**src/rtl/regfile_pkg.sv**
```systemverilog
// Shared constants and types for the register-file write-back controller.
package regfile_pkg;

  localparam int XLEN    = 32;
  localparam int NREG    = 32;
  localparam int RADDR_W = $clog2(NREG);

  localparam logic [RADDR_W-1:0] REG_ZERO = 5'd0;

  // Identifies which writeback requester owns a grant.
  typedef enum logic {
    SRC_ALU = 1'b0,
    SRC_LSU = 1'b1
  } src_t;

  // One-hot decode of a register address into a scoreboard-wide mask.
  function automatic logic [NREG-1:0] reg_onehot(input logic [RADDR_W-1:0] r);
    reg_onehot = {{(NREG-1){1'b0}}, 1'b1} << r;
  endfunction

endpackage

```
**src/rtl/wb_arb2.sv**
```systemverilog
// Two-way writeback arbiter (ALU = A, load unit = B).
// Policy macro WBCTRL_ROUND_ROBIN_EN:
//   defined   -> round-robin, a one-bit pointer remembers the last winner
//                and only moves on a grant; reset value lets A win first.
//   undefined -> fixed priority, B over A, no state (no clock port).
// Grants are forced low while rstn is asserted.
module wb_arb2
  import regfile_pkg::*;
(
`ifdef WBCTRL_ROUND_ROBIN_EN
  input  logic clk,
`endif
  input  logic rstn,
  input  logic a_valid_i,
  input  logic b_valid_i,
  output logic a_gnt_o,
  output logic b_gnt_o
);

`ifdef WBCTRL_ROUND_ROBIN_EN
  src_t last_q;
  src_t last_d;

  // Grant selection: single requester wins, contention goes to the non-last winner.
  always_comb begin
    a_gnt_o = 1'b0;
    b_gnt_o = 1'b0;
    last_d  = last_q;
    if (!rstn) begin
      a_gnt_o = 1'b0;
      b_gnt_o = 1'b0;
    end else if (a_valid_i && b_valid_i) begin
      a_gnt_o = (last_q == SRC_LSU);
      b_gnt_o = (last_q == SRC_ALU);
    end else begin
      a_gnt_o = a_valid_i;
      b_gnt_o = b_valid_i;
    end
    if (a_gnt_o) begin
      last_d = SRC_ALU;
    end else if (b_gnt_o) begin
      last_d = SRC_LSU;
    end else begin
      last_d = last_q;
    end
  end

  // Last-winner pointer; resetting to LSU makes A win the first contention.
  always_ff @(posedge clk) begin
    if (!rstn) begin
      last_q <= SRC_LSU;
    end else begin
      last_q <= last_d;
    end
  end
`else
  // Fixed priority: the load unit always beats the ALU.
  always_comb begin
    a_gnt_o = rstn & a_valid_i & ~b_valid_i;
    b_gnt_o = rstn & b_valid_i;
  end
`endif

endmodule

```
**src/rtl/regfile_wb_ctrl.sv**
```systemverilog
// Write-back controller: arbitrates ALU/load writes onto the single register
// file write port, registers the winning write, and tracks a busy scoreboard
// whose hazard output stalls issue. Arbitration policy is selected by the
// WBCTRL_ROUND_ROBIN_EN macro (see wb_arb2).
module regfile_wb_ctrl
  import regfile_pkg::*;
(
  input  logic               clk,
  input  logic               rstn,
  input  logic               a_valid,
  input  logic [RADDR_W-1:0] a_rd,
  input  logic [XLEN-1:0]    a_data,
  output logic               a_ready,
  input  logic               b_valid,
  input  logic [RADDR_W-1:0] b_rd,
  input  logic [XLEN-1:0]    b_data,
  output logic               b_ready,
  input  logic               set_en,
  input  logic [RADDR_W-1:0] set_rd,
  input  logic [RADDR_W-1:0] rs1,
  input  logic [RADDR_W-1:0] rs2,
  output logic               hazard,
  output logic               enW,
  output logic [RADDR_W-1:0] rd,
  output logic [XLEN-1:0]    in,
  output logic [NREG-1:0]    busy
);

  logic               enw_q,  enw_d;
  logic [RADDR_W-1:0] rd_q,   rd_d;
  logic [XLEN-1:0]    in_q,   in_d;
  logic [NREG-1:0]    busy_q, busy_d;

  wb_arb2 u_arb (
`ifdef WBCTRL_ROUND_ROBIN_EN
    .clk       (clk),
`endif
    .rstn      (rstn),
    .a_valid_i (a_valid),
    .b_valid_i (b_valid),
    .a_gnt_o   (a_ready),
    .b_gnt_o   (b_ready)
  );

  // Output stage next state: load the winner, drop writes aimed at x0.
  always_comb begin
    enw_d = 1'b0;
    rd_d  = rd_q;
    in_d  = in_q;
    if (b_ready) begin
      rd_d  = b_rd;
      in_d  = b_data;
      enw_d = (b_rd != REG_ZERO);
    end else if (a_ready) begin
      rd_d  = a_rd;
      in_d  = a_data;
      enw_d = (a_rd != REG_ZERO);
    end else begin
      enw_d = 1'b0;
    end
  end

  // Scoreboard next state: clear on the outgoing write, then set (set wins).
  always_comb begin
    busy_d = busy_q;
    if (enw_q) begin
      busy_d = busy_d & ~reg_onehot(rd_q);
    end else begin
      busy_d = busy_d;
    end
    if (set_en && (set_rd != REG_ZERO)) begin
      busy_d = busy_d | reg_onehot(set_rd);
    end else begin
      busy_d = busy_d;
    end
    busy_d[0] = 1'b0;
  end

  // State registers with synchronous active-low reset.
  always_ff @(posedge clk) begin
    if (!rstn) begin
      enw_q  <= 1'b0;
      rd_q   <= REG_ZERO;
      in_q   <= {XLEN{1'b0}};
      busy_q <= {NREG{1'b0}};
    end else begin
      enw_q  <= enw_d;
      rd_q   <= rd_d;
      in_q   <= in_d;
      busy_q <= busy_d;
    end
  end

  // Hazard lookup and output wiring; busy[0] is never set so x0 is hazard-free.
  always_comb begin
    hazard = busy_q[rs1] | busy_q[rs2];
    enW    = enw_q;
    rd     = rd_q;
    in     = in_q;
    busy   = busy_q;
  end

endmodule
```
**config.mk**
```make
export PLATFORM = sky130hd
export DESIGN_NAME = regfile_wb_ctrl
export DESIGN_NICKNAME = d
export VERILOG_FILES = /design/src/rtl/regfile_pkg.sv /design/src/rtl/wb_arb2.sv /design/src/rtl/regfile_wb_ctrl.sv
export SDC_FILE = /design/constraint.sdc
export NUM_CORES = 1
export LEC_CHECK = 0
export CAP_MARGIN = 15
export CORE_MARGIN = 4
export CORE_UTILIZATION = 45
export CTS_CLUSTER_SIZE = 10
export DETAILED_ROUTE_END_ITERATION = 10
export PLACE_DENSITY_LB_ADDON = 0.15
export SLEW_MARGIN = 10
export SYNTH_ARGS = -nofsm -noshare
export SYNTH_HDL_FRONTEND = slang
export SYNTH_SLANG_ARGS = --single-unit
```
**constraint.sdc**
```tcl
create_clock -name clk -period 5.3 [get_ports clk]
set_input_delay 1.06 -clock clk [delete_from_list [all_inputs] [get_ports clk]]
set_output_delay 1.06 -clock clk [all_outputs]
set_load 0.01 [all_outputs]
```
==> impl_metrics.json <==
{
  "ctsHtreeMaxLevel": 3,
  "worst-path-max-fanout": 9,
  "cp-end-kind": "output pin",
  "slowest_delay_ps": 720,
  "syn_nets": 523,
  "leakagePower_nw": 2.09,
  "layout.nets": 672,
  "numCtsBuffers": 9,
  "critPathLaunchType": "primary input",
  "clk-insertion-delay-late_ps": 330,
  "met2_usage_pct": 40.2,
  "arrival_ps": 3450,
  "grt.overflow.total": 0,
  "synth_area_um2": 3700,
  "place_hpwl_um": 8910,
  "cts-root-buf": "clkbuf_8",
  "reg2reg_to": "busy[25]",
  "die_x_um": 98.6,
  "clk_pin_slew_ps": 60,
  "seq_area_um2": 1380,
  "die_h_um": 98.6,
  "ys_top_cells_by_count": "79 x nand2_1, 71 x o21ai_0, 69 x dfxtp_1",
  "synth_area_leaders": "dfxtp_1 37%, mux2i_1 11%, o21ai_0 9.6%",
  "ys.flop_type": "dfxtp_1",
  "setup_tns_ps": 0,
  "max-cap-violations": 0,
  "yosysTopAreaCell": "dfxtp_1",
  "status": "finished clean",
  "fp.coreArea_um2": 7850,
  "postCtsHoldBufs": 0,
  "hp-class": "register to register",
  "met3_usage_pct": 9.55,
  "vias_per_cell": 5.33,
  "r2r_cells": 4,
  "synth_seq_cells": 69,
  "vdd_ir_drop_max_mv": 0.172,
  "grt.total_usage_pct": 24.0,
  "yosys_warnings": 0,
  "antenna_found_initial": 0,
  "power_w": 0.00120,
  "start_util_pct": 47.1,
  "holdPathStages": 2,
  "portBuffers": 165,
  "grt_max_degree": 78,
  "num_antenna_cells": 0,
  "area_growth_pct": 49.5,
  "yosysUniqueCellTypes": 33,
  "first_pass_iters": 4,
  "finalSetupViolations": 0,
  "clock.fmax_mhz": 222,
  "fin_crit_sh_pct": 85.1,
  "synth-edff-count": 0,
  "dr.first_iter.drc_count": 123,
  "worstPathRequired_ps": 4240,
  "drc": 0,
  "p_per_area_nw_per_um2": 218,
  "synth_top_area_share_pct": 37.4,
  "async_reset_ff_share_pct": 0,
  "wirelength_um": 11600,
  "min_from": "busy[30]",
  "clkSinkCount": 69,
  "grt_pass1_vias": 3730,
  "wl_per_cell_um": 17.0,
  "yosysMostFrequentCell": "nand2_1",
  "min_period_ps": 4510,
  "postCtsSetupBuffers": 0,
  "path_cells": "clkdlybuf4s50_1 -> mux4_1 -> mux2_2 -> a31oi_1 -> o211ai_1 -> clkdlybuf4s50_1",
  "critPathKind": "primary input to output pin",
  "ys_seq_area_share_pct": 37.4,
  "holdPathEnd": "busy[30]",
  "via_count": 3648,
  "slew_headroom_pct": 54.1,
  "final_max_slew_viol_count": 0,
  "post_cts_resized": 0,
  "reg2reg_slack_ps": 3910,
  "place.gp.congestion": 0.893,
  "drive_gt1_share_pct": 4.98,
  "grt_pass1_wl_um": 18900,
  "worst_pin_slew_ps": 687,
  "busiest_layer": "met2",
  "cts_tree": "done",
  "r2r_start": "enW",
  "skew_ps": 6.73,
  "met1_usage_pct": 27.7,
  "rsz0062_at_grt": "false",
  "drtAntennaViolNets": 0,
  "critPathSlowestCell": "clkdlybuf4s50_1",
  "clockBufferDepth": 2,
  "hold_violations": 0,
  "cpMostUsedCell": "clkdlybuf4s50_1",
  "num_rows": 32,
  "synth_area_per_cell_um2": 8.62,
  "synth_cells": 429,
  "ios": 167,
  "fillers": 655,
  "multiInputGateArea_um2": 2180,
  "die_area_um2": 9730
}
==> where the power goes <==
group / total [W] / internal (W) / switching (W)
Combinational: 0.000245 / 0.000146 / 0.0000993
Sequential: 0.000558 / 0.000541 / 0.0000173
Clock: 0.000402 / 0.000215 / 0.000187
==> critical path, delay by kind of cell <==
family / cells / cell delay (ps)
buffers and inverters: 2 / 1210
muxes: 2 / 890
AOI/OAI and AO/OA: 2 / 290
==> area by class of cell <==
class | count | area share, %
clock buffers | 13 | 2.51
clock inverters | 2 | 0.634
inverters | 2 | 0.136
multi-input cells | 328 | 39.4
flip-flops and latches | 69 | 25.0
well taps | 102 | 2.31
repair buffers | 168 | 30.0
==> sequential cells by signal, summed over array words and instances, names as in the netlist <==
name,cells
rd,5
enW,1
in,32
busy,31
==> metrics by stage <==
stage          utilization [%]  hold WS [ps]  instances  instance area (µm²)  setup slack [ps]
5_1_grt                   70.4           562        684                 5530               708
3_3_place_gp              68.2           515        669                 5350               860
4_1_cts                   70.4           536        684                 5530               820
3_5_place_dp              68.2           528        669                 5350               823
6_report                  70.4           540        684                 5530               792
2_1_floorplan                -           518        429                 3700              1930
==> worst max path at each step <==
| stage | slack [ps] | to | cells after the start | from |
|---|---|---|---|---|
| 2_1_floorplan | 1930 | hazard | 6 | rs2[1] |
| 3_3_place_gp | 860 | hazard | 6 | rs1[0] |
| 3_5_place_dp | 820 | hazard | 6 | rs2[0] |
| 4_1_cts | 820 | hazard | 6 | rs2[0] |
| 5_1_grt | 710 | hazard | 6 | rs2[0] |
| 6_report | 790 | hazard | 6 | rs2[0] |
==> cell usage in the layout, fill, tap and decap left out, drive strengths merged, types with 2 or more instances in the layout <==
cell type,synthesis,final
mux2i,42,42
buf,13,6
dfxtp,69,69
o211ai,5,5
nand2b,6,6
or4,2,2
a21oi,5,5
o21ai,71,71
a21boi,31,31
inv,2,2
nand2,79,79
nand3,5,5
nor2,11,11
mux2,3,3
clkbuf,17,13
clkdlybuf4s50,0,162
mux4,13,13
and2,40,40
nor2b,5,5
==> cells by family (layout without fill, tap and decap cells) <==
group	count (synthesis)	after routing	share of synthesized area [%]
buffers and inverters	32	185	3.76
muxes	58	58	20.6
DFF	69	69	37.4
and+or+nand+nor	155	155	20.1
other	1	1	0.101
AOI/OAI and AO/OA	114	114	18.0
==> per-layer routing <==
layer | wire length, µm | part of all wire, %
met1 | 4640 | 40
met2 | 5650 | 49
met3 | 1180 | 10
met4 | 172 | 1.5
met5 | 0 | 0
Note: power is estimated with default switching activity, not from simulation.
